File: src/rtl/serial_adder_pkg.sv
// serial_adder_pkg
//   Shared definitions for the bit-serial adder controller.
//   sa_state_t   : controller state encoding (IDLE, RUN, DONE)
//   SA_MAX_WIDTH : largest operand width the controller accepts
package serial_adder_pkg;

    typedef enum logic [1:0] {
        IDLE = 2'd0,
        RUN  = 2'd1,
        DONE = 2'd2
    } sa_state_t;

    localparam int SA_MAX_WIDTH = 64;

endpackage

File: src/rtl/full_adder_cell.sv
// full_adder_cell
//   One-bit full adder built from two half adders and an OR, purely
//   combinational.
//   a_i, b_i : addend bits
//   c_i      : carry in
//   s_o      : a_i ^ b_i ^ c_i
//   c_o      : majority(a_i, b_i, c_i)
module full_adder_cell (
    input  logic a_i,
    input  logic b_i,
    input  logic c_i,
    output logic s_o,
    output logic c_o
);

    logic s0;
    logic c0;
    logic c1;

    half_adder u_ha0 (
        .a_i (a_i),
        .b_i (b_i),
        .s_o (s0),
        .c_o (c0)
    );

    half_adder u_ha1 (
        .a_i (s0),
        .b_i (c_i),
        .s_o (s_o),
        .c_o (c1)
    );

    // The two half-adder carries can never both be 1, so OR gives the majority.
    assign c_o = c0 | c1;

endmodule

File: src/rtl/half_adder.sv
// half_adder
//   One-bit half adder, purely combinational.
//   a_i, b_i : addend bits
//   s_o      : a_i ^ b_i
//   c_o      : a_i & b_i
module half_adder (
    input  logic a_i,
    input  logic b_i,
    output logic s_o,
    output logic c_o
);

    assign s_o = a_i ^ b_i;
    assign c_o = a_i & b_i;

endmodule

File: src/rtl/serial_adder_ctrl.sv
// serial_adder_ctrl
//   Bit-serial WIDTH-bit adder. Operands are latched on an accepted start,
//   then one bit pair per clock is pushed through a single full-adder cell,
//   LSB first, with the carry fed back through a flop. The result is
//   published on sum/cout together with a one-cycle done pulse.
//   clk    : clock, all state changes on the rising edge
//   rst_n  : synchronous active-low reset
//   start  : request, honoured only in IDLE
//   a, b   : operands, sampled with start
//   cin    : carry in, sampled with start
//   busy   : high while an addition is in RUN or DONE
//   done   : one-cycle pulse, sum/cout just updated
//   sum    : registered result, held until the next completion
//   cout   : registered carry out, held with sum
module serial_adder_ctrl
    import serial_adder_pkg::*;
#(
    parameter int WIDTH = 8
) (
    input  logic             clk,
    input  logic             rst_n,
    input  logic             start,
    input  logic [WIDTH-1:0] a,
    input  logic [WIDTH-1:0] b,
    input  logic             cin,
    output logic             busy,
    output logic             done,
    output logic [WIDTH-1:0] sum,
    output logic             cout
);

    generate
        if (WIDTH < 2 || WIDTH > SA_MAX_WIDTH) begin : g_bad_width
            $error("serial_adder_ctrl: WIDTH out of range");
        end
    endgenerate

    localparam int              CNT_W    = $clog2(WIDTH);
    localparam logic [CNT_W-1:0] CNT_LAST = CNT_W'(WIDTH - 1);
    localparam logic [CNT_W-1:0] CNT_ONE  = CNT_W'(1);

    sa_state_t        state_q;
    logic [WIDTH-1:0] sa_q;
    logic [WIDTH-1:0] sb_q;
    logic [WIDTH-1:0] sp_q;
    logic             carry_q;
    logic [CNT_W-1:0] cnt_q;
    logic             busy_q;
    logic             done_q;
    logic [WIDTH-1:0] sum_q;
    logic             cout_q;

    logic             s_d;
    logic             co_d;
    logic [WIDTH-1:0] sp_d;

    full_adder_cell u_cell (
        .a_i (sa_q[0]),
        .b_i (sb_q[0]),
        .c_i (carry_q),
        .s_o (s_d),
        .c_o (co_d)
    );

    // Sum bits enter at the MSB, so after WIDTH shifts bit 0 sits at the LSB.
    assign sp_d = {s_d, sp_q[WIDTH-1:1]};

    always_ff @(posedge clk) begin
        if (!rst_n) begin
            state_q <= IDLE;
            sa_q    <= '0;
            sb_q    <= '0;
            sp_q    <= '0;
            carry_q <= 1'b0;
            cnt_q   <= '0;
            busy_q  <= 1'b0;
            done_q  <= 1'b0;
            sum_q   <= '0;
            cout_q  <= 1'b0;
        end else begin
            case (state_q)
                IDLE: begin
                    done_q <= 1'b0;
                    if (start) begin
                        sa_q    <= a;
                        sb_q    <= b;
                        carry_q <= cin;
                        cnt_q   <= '0;
                        busy_q  <= 1'b1;
                        state_q <= RUN;
                    end
                end
                RUN: begin
                    sa_q    <= sa_q >> 1;
                    sb_q    <= sb_q >> 1;
                    sp_q    <= sp_d;
                    carry_q <= co_d;
                    cnt_q   <= cnt_q + CNT_ONE;
                    // Counter value WIDTH-1 means this edge handles the MSB.
                    if (cnt_q == CNT_LAST) begin
                        sum_q   <= sp_d;
                        cout_q  <= co_d;
                        done_q  <= 1'b1;
                        state_q <= DONE;
                    end
                end
                DONE: begin
                    done_q  <= 1'b0;
                    busy_q  <= 1'b0;
                    state_q <= IDLE;
                end
                default: begin
                    done_q  <= 1'b0;
                    busy_q  <= 1'b0;
                    state_q <= IDLE;
                end
            endcase
        end
    end

    assign busy = busy_q;
    assign done = done_q;
    assign sum  = sum_q;
    assign cout = cout_q;

endmodule

File: config.mk
export PLATFORM = sky130hd
export DESIGN_NAME = serial_adder_ctrl
export DESIGN_NICKNAME = d
export VERILOG_FILES = /design/src/rtl/serial_adder_pkg.sv /design/src/rtl/full_adder_cell.sv /design/src/rtl/half_adder.sv /design/src/rtl/serial_adder_ctrl.sv
export SDC_FILE = /design/constraint.sdc
export NUM_CORES = 1
export LEC_CHECK = 0
export BUFFER_PORTS_ARGS = -buffer_cell sky130_fd_sc_hd__buf_2
export CORE_MARGIN = 1.5
export CORE_UTILIZATION = 30
export DETAILED_ROUTE_END_ITERATION = 7
export GPL_TIMING_DRIVEN = 0
export HOLD_SLACK_MARGIN = 0.15
export PLACE_DENSITY = 0.57
export SKIP_LAST_GASP = 1
export SYNTH_ARGS = -nofsm -noshare
export SYNTH_HDL_FRONTEND = slang
export SYNTH_SLANG_ARGS = --single-unit
File: constraint.sdc
create_clock -name clk -period 1.6 [get_ports clk]
set_input_delay 0.08 -clock clk [delete_from_list [all_inputs] [get_ports clk]]
set_output_delay 0.08 -clock clk [all_outputs]
set_load 0.02 [all_outputs]
==> impl_metrics.yaml, run 1 <==
pwr:
  finalPower_uw: 2047
  power_density_mw_per_mm2: 957.4
  leakagePower_uw: 0.0008492
  comb_power_share_pct: 13.3
  p_sw_share_pct: 24.84
  internal-power_uw: 1539
  pwr-share-clk_pct: 34.0
  power_frac_seq_pct: 52.7
  power.switching_uw: 508.6
  vdd_drop_max_mv: 0.4114
die:
  initial_utilization_pct: 31.62
  die_h_um: 76.83
  rows: 26
  pin_count: 31
  core_area_sq_mm: 0.005172
  die_width_um: 76.83
  die_area_sq_mm: 0.005903
drt:
  routed_wl_mm: 3.821
  vias: 1359
  drt-initial-drc-count: 50
  wl_per_cell_um: 13.41
  route.detailed.drc: 0
  first_pass_iters: 4
  antenna_left: 0
  via_per_inst: 4.768
placed_design:
  post-place-cells: 260
  hpwl_mm: 2.447
  io_buffers: 29
  gp_congestion: 0.7412
  dpl_worst_slack_ns: 0.1001
sta:
  finalCritPeriodShare_pct: 91.25
  fin_crit_ns: 1.460
  fin_skew_ns: 0.005449
  maxSlewViolCount: 0
  fmax_mhz: 684.9
  fin_ws_ns: 0.1400
  slew-limit-headroom_pct: 63.88
  tightest_slew_ns: 0.5418
  finalHoldViolations: 0
  finalSetupViolCount: 0
  rsz0062_at_grt: "true"
clock_tree:
  ctsLongestPathBuffers: 2
  numCtsBuffers: 5
  htree_levels: 2
  clk_latency_ns: 0.29
  path_clk_slew_ns: 0.08
  clock_sinks: 40
  cts_setup_buffers: 0
  cts-root-buf: "clkbuf_8"
  cts_tree: "built"
run_status:
  status: "finished, final reports clean"
yosys:
  synthAdderAreaFrac_pct: 2.754
  syn_nets: 184
  synth_edf_count: 0
  seq_area_frac_synth_pct: 48.97
  synth_mux_area_share_pct: 0
  synth_cells: 161
  syn_area_sq_mm: 0.001635
  synth_warnings: 0
  synth_async_sr_flop_share_pct: 0
  syn_avg_cell_area_sq_um: 10.16
  synth-seq-cells: 40
  synth-compound-area-share_pct: 29.00
  synthFlopType: "dfxtp_1"
  synth_top_family_by_area: "compound AO/OA/AOI/OAI gates"
  synth.distinct_cells: 28
  synth_xor_area_share_pct: 0
  synth-simple-area-share_pct: 14.08
layout:
  drive_gt1_share_pct: 24.65
  antennaDiodeCount: 0
  layout.nets: 237
  fin_cells: 285
  syn_to_final_growth_pct: 30.76
global_route:
  grt_overflow_total: 0
  antenna_found_initial: 0
  grtUsageTotal_pct: 14.53
  grt_first_pass_wirelength_mm: 6.837
  grt_max_degree: 13
  grt_pass1_vias: 1463
critical_path:
  crit_slowest_cell: "dfxtp_1"
  crit_path_start_kind: "flip-flop"
  max_stage_delay_ns: 0.33
  crit_fanout: 9
  worst-setup-path-type: "flip-flop to flip-flop"
  crit_top_cell: "ha_1"
  critPathLaunch: "cnt_q[0]$_SDFFE_PN0P_"
  end_kind: "flip-flop"
  critPathArrivalTime_ns: 1.67
  crit_chain: "ha_1 -> ha_1 -> nand3b_1 -> nand2_1 -> a21boi_0"
  r2r-start: "cnt_q[0]$_SDFFE_PN0P_"
  critPathRequiredTime_ns: 1.81
hold_path:
  hold_path_class: "primary input to flip-flop"
  worstHoldStart: "rst_n"
run:
  drv_cap: 0
[layer usage]
metal	part of all wire, %	routed length [um]	up-vias	global-route usage (%)
met4	1.8	68	0	6.111
met5	0	0	-	0
met2	45	1724	28	23.36
li1	-	-	690	-
met1	50	1892	635	18.53
met3	3.5	135	6	3.452
[flip-flops by register name, indices dropped and copies added (netlist names)]
| name | count |
|---|---|
| sa_q | 8 |
| sp_q | 7 |
| busy | 1 |
| done | 1 |
| state_q | 2 |
| sum | 8 |
| cnt_q | 3 |
| sb_q | 8 |
| cout | 1 |
| carry_q | 1 |
[power by group through the flow]
stage	Sequential [uW]	Combinational (uW)	Clock, uW
3_3_place_gp	1100	238	0
4_1_cts	1080	274	726
2_1_floorplan	1100	166	0
3_5_place_dp	1100	240	0
6_report	1080	273	696
5_1_grt	1090	305	760
[cell usage after synthesis, types with 2 or more instances]
library cell  number  area share [%]
a22oi_1            4             1.8
clkbuf_1           5             1.1
a21oi_1            2            0.61
o221a_2            5             3.4
buf_2              5             1.5
o21a_1            15             6.9
ha_1               2             1.5
nand2_1           24             5.5
o221a_1           10             6.9
nand3_1            9             2.8
nand2b_1           3             1.1
dfxtp_1           40              49
nor2b_1            5             1.9
a21boi_0          16             7.3
buf_6              3             2.1
[stage by stage]
step                      hold slack (ns)   TNS (ns)  util, %  instance area (sq um)
after floorplan                    0.2265          0        -                   1635
after global placement             0.3545          0    36.12                   1868
after detailed placement           0.3564          0    36.12                   1868
after CTS                          0.1732          0    41.39                   2141
after global routing               0.2200  -0.006979    41.34                   2138
final                              0.1643          0    41.34                   2138
[area by class of cell]
type | count | area [sq um]
Inverter | 1 | 3.754
Sequential cell | 40 | 800.8
Multi-Input combinational cell | 106 | 749.5
Fill cell | 515 | 3034
Clock buffer | 6 | 82.58
Buffer | 13 | 78.83
Timing Repair Buffer | 47 | 325.3
Clock inverter | 2 | 10.01
Tap cell | 70 | 87.58
[path summary, 6_finish.rpt]
check,to,depth (start not counted),slack [ns]
setup / recovery,sum[1]$_SDFFE_PN0P_,5,0.14
hold / removal,cnt_q[0]$_SDFFE_PN0P_,2,0.16
setup reg to reg,sum[1]$_SDFFE_PN0P_,5,0.14
hold reg to reg,busy$_SDFFE_PN0P_,2,0.45
[cells in the final DEF, fill, tap and decap left out, types with 6 or more instances in the layout]
master,Yosys,layout
clkbuf_8,0,6
dfxtp_1,40,40
nand3_1,9,9
o21a_1,15,15
nand2_1,24,24
buf_2,5,34
o221a_1,10,10
a21boi_0,16,16
dlygate4sd3_1,0,18
[worst max-delay path: cells and delay by family, from the launching register on]
kind / cells / cell delay (ns)
AOI/OAI and AO/OA: 1 / 0.19
adders and majority gates: 2 / 0.43
DFF: 1 / 0.33
and+or+nand+nor: 2 / 0.43
[what timing repair did]
action                                  CTS  global route
endpoints found under the hold margin    19             0
endpoints found under the setup margin    0             8
hold buffers                             18             0
resized for setup                         0             1
[logic make-up after synthesis]
kind of cell / after synthesis
flops: 40
simple gates: 47
buf+inv: 15
fa+ha+maj: 3
compound gates: 56
Note: power is estimated with default switching activity, not from simulation.
==> run 2, diff against run 1 <==
- CORE_MARGIN: 1.5 -> not set
==> run 2 against run 1 <==
Die area is 2.6% lower. Sequential cell count stayed put. Count of clock-buffer cells in the layout is 1 lower. Routed wire length is 8.6% lower. Global-route usage is 0.83 points lower. Worst hold slack better by 0.00086 ns. Final area is 1.3% higher. Critical path type unchanged. Critical endpoint is now cnt_q[0]$_SDFFE_PN0P_. Largest cell class unchanged. Largest power group unchanged. Highest routed layer unchanged.
==> impl_metrics.yaml, run 2 (same netlist as run 1, synthesis figures left out) <==
layout:
  drive_gt1_share_pct: 24.54
  layout.cells.most_common: "dfxtp_1"
  fill_cells: 527
  final_util_pct: 41.87
  layout.nets: 238
  mostFrequentLayoutCells: "40 x dfxtp_1, 34 x buf_2, 24 x nand2_1"
  syn_to_final_growth_pct: 32.44
  antennaDiodeCount: 0
clock_tree:
  cts-root-buf: "clkbuf_8"
  ctsLongestPathBuffers: 2
  clock_sinks: 40
  clk_latency_ns: 0.29
  htree_levels: 2
  cts_tree: "built"
  cts_setup_buffers: 0
  numCtsBuffers: 5
  path_clk_slew_ns: 0.09
sta:
  fin_setup_tns_ns: 0
  maxSlewViolCount: 0
  fin_skew_ns: 0.01203
  finalHoldViolations: 0
  fin_crit_ns: 1.464
  finalSetupViolCount: 0
  finalCritPeriodShare_pct: 91.51
  tightest_slew_ns: 0.5235
  slew-limit-headroom_pct: 65.10
  fmax_mhz: 683.0
  rsz0062_at_grt: "false"
placed_design:
  hpwl_mm: 2.376
  gp_congestion: 0.7627
  io_buffers: 29
critical_path:
  worst-setup-path-type: "flip-flop to flip-flop"
  crit_buf_inv: 2
  critical_path.top_delay_family: "buffers and inverters"
  crit_slowest_cell: "dfxtp_1"
  critPathArrivalTime_ns: 1.66
  reg2reg_slack_ns: 0.14
  max_stage_delay_ns: 0.36
  critPathRequiredTime_ns: 1.80
  crit_fanout: 10
  reg2regPathDepth: 5
  crit_path_start_kind: "flip-flop"
  r2r_end: "cnt_q[0]$_SDFFE_PN0P_"
  end_kind: "flip-flop"
  r2r-start: "state_q[1]$_SDFFE_PN0P_"
  crit_chain: "o21ba_2 -> clkbuf_1 -> buf_2 -> nand2_1 -> o211a_1"
global_route:
  grt_most_used_layer: "met2"
  grt_use_met3_pct: 3.307
  grtUsageTotal_pct: 13.70
  antenna_found_initial: 0
  grt_max_degree: 15
  grt_overflow_total: 0
  grt_pass1_vias: 1276
  use_met1_pct: 18.28
  grt_first_pass_wirelength_mm: 5.920
  gr-usage-met2_pct: 21.83
drt:
  via_per_inst: 4.633
  routed_wl_mm: 3.492
  wl_per_cell_um: 12.21
  antenna_left: 0
  drt-initial-drc-count: 57
  vias: 1325
  route.detailed.drc: 0
  first_pass_iters: 4
die:
  initial_utilization_pct: 31.62
  die_area_sq_mm: 0.005750
  core_area_sq_mm: 0.005172
  die_h_um: 75.83
  pin_count: 31
  rows: 26
  die_width_um: 75.83
hold_path:
  hold_end: "cnt_q[0]$_SDFFE_PN0P_"
  worstHoldStart: "rst_n"
  whs_path_depth: 2
  hold_path_class: "primary input to flip-flop"
run_status:
  status: "finished, final reports clean"
pwr:
  leakagePower_uw: 0.0008577
  power_frac_seq_pct: 49.4
  pwr-share-clk_pct: 38.2
  power_density_mw_per_mm2: 1007
  internal-power_uw: 1664
  p_sw_share_pct: 23.72
  power.switching_uw: 517.6
  comb_power_share_pct: 12.4
  finalPower_uw: 2182
  vdd_drop_max_mv: 0.5762
run:
  drv_cap: 0
run 2: changes by cell type in the layout (fill, tap and decap cells not counted):
| cell | delta |
|---|---|
| bufinv_16 | +1 |
| clkinv_4 | +2 |
| clkinv_2 | -2 |
| clkbuf_1 | +1 |
| clkbuf_8 | -1 |
run 2: power groups by stage:
stage / Combinational, uW / Sequential [uW] / Clock, uW
after floorplan: 166 / 1100 / 0
after global placement: 240 / 1100 / 0
after detailed placement: 239 / 1100 / 0
after CTS: 273 / 1080 / 860
after global routing: 301 / 1080 / 897
final: 271 / 1080 / 833
run 2: repair_timing:
item                                    4_1_cts  5_1_grt
endpoints found under the setup margin        0        3
resized for setup                             0        1
hold buffers                                 18        0
hold endpoints to repair                     19        0
run 2: how the worst max path moves through the flow:
stage	to	cells after the start	start	slack (ns)
after global routing	cnt_q[0]$_SDFFE_PN0P_	5	state_q[1]$_SDFFE_PN0P_	0.008
final	cnt_q[0]$_SDFFE_PN0P_	5	state_q[1]$_SDFFE_PN0P_	0.14
after detailed placement	sum[6]$_SDFFE_PN0P_	5	cnt_q[0]$_SDFFE_PN0P_	0.12
after global placement	cnt_q[0]$_SDFFE_PN0P_	5	state_q[1]$_SDFFE_PN0P_	0.15
after floorplan	sa_q[0]$_SDFFE_PN0P_	6	state_q[0]$_SDFFE_PN0P_	0.27
after CTS	sum[6]$_SDFFE_PN0P_	5	cnt_q[0]$_SDFFE_PN0P_	0.12
run 2: layout make-up:
type	count	area [sq um]	share of cell area, %
flip-flops and latches	40	800.8	36.97
multi-input cells	106	749.5	34.60
repair buffers	47	325.3	15.02
well taps	70	87.58	4.044
plain buffers	14	82.58	3.813
clock buffers	5	68.82	3.177
clock inverters	3	47.55	2.195
inverters	1	3.754	0.1733
run 2: metal layers:
layer  wire length [um]  share of wire [%]
met1               1743                 50
met2               1519                 43
met3                193                5.5
met4                 35                1.0
met5                  0                  0
run 2: through the flow:
stage / std cells / setup slack [ns] / instance area [sq um] / hold slack, ns
after floorplan: 161 / 0.2691 / 1635 / 0.2265
after global placement: 260 / 0.1495 / 1868 / 0.3565
after detailed placement: 260 / 0.1228 / 1868 / 0.3609
after CTS: 286 / 0.1219 / 2165 / 0.1631
after global routing: 286 / 0.008338 / 2166 / 0.2000
final: 286 / 0.1359 / 2166 / 0.1652
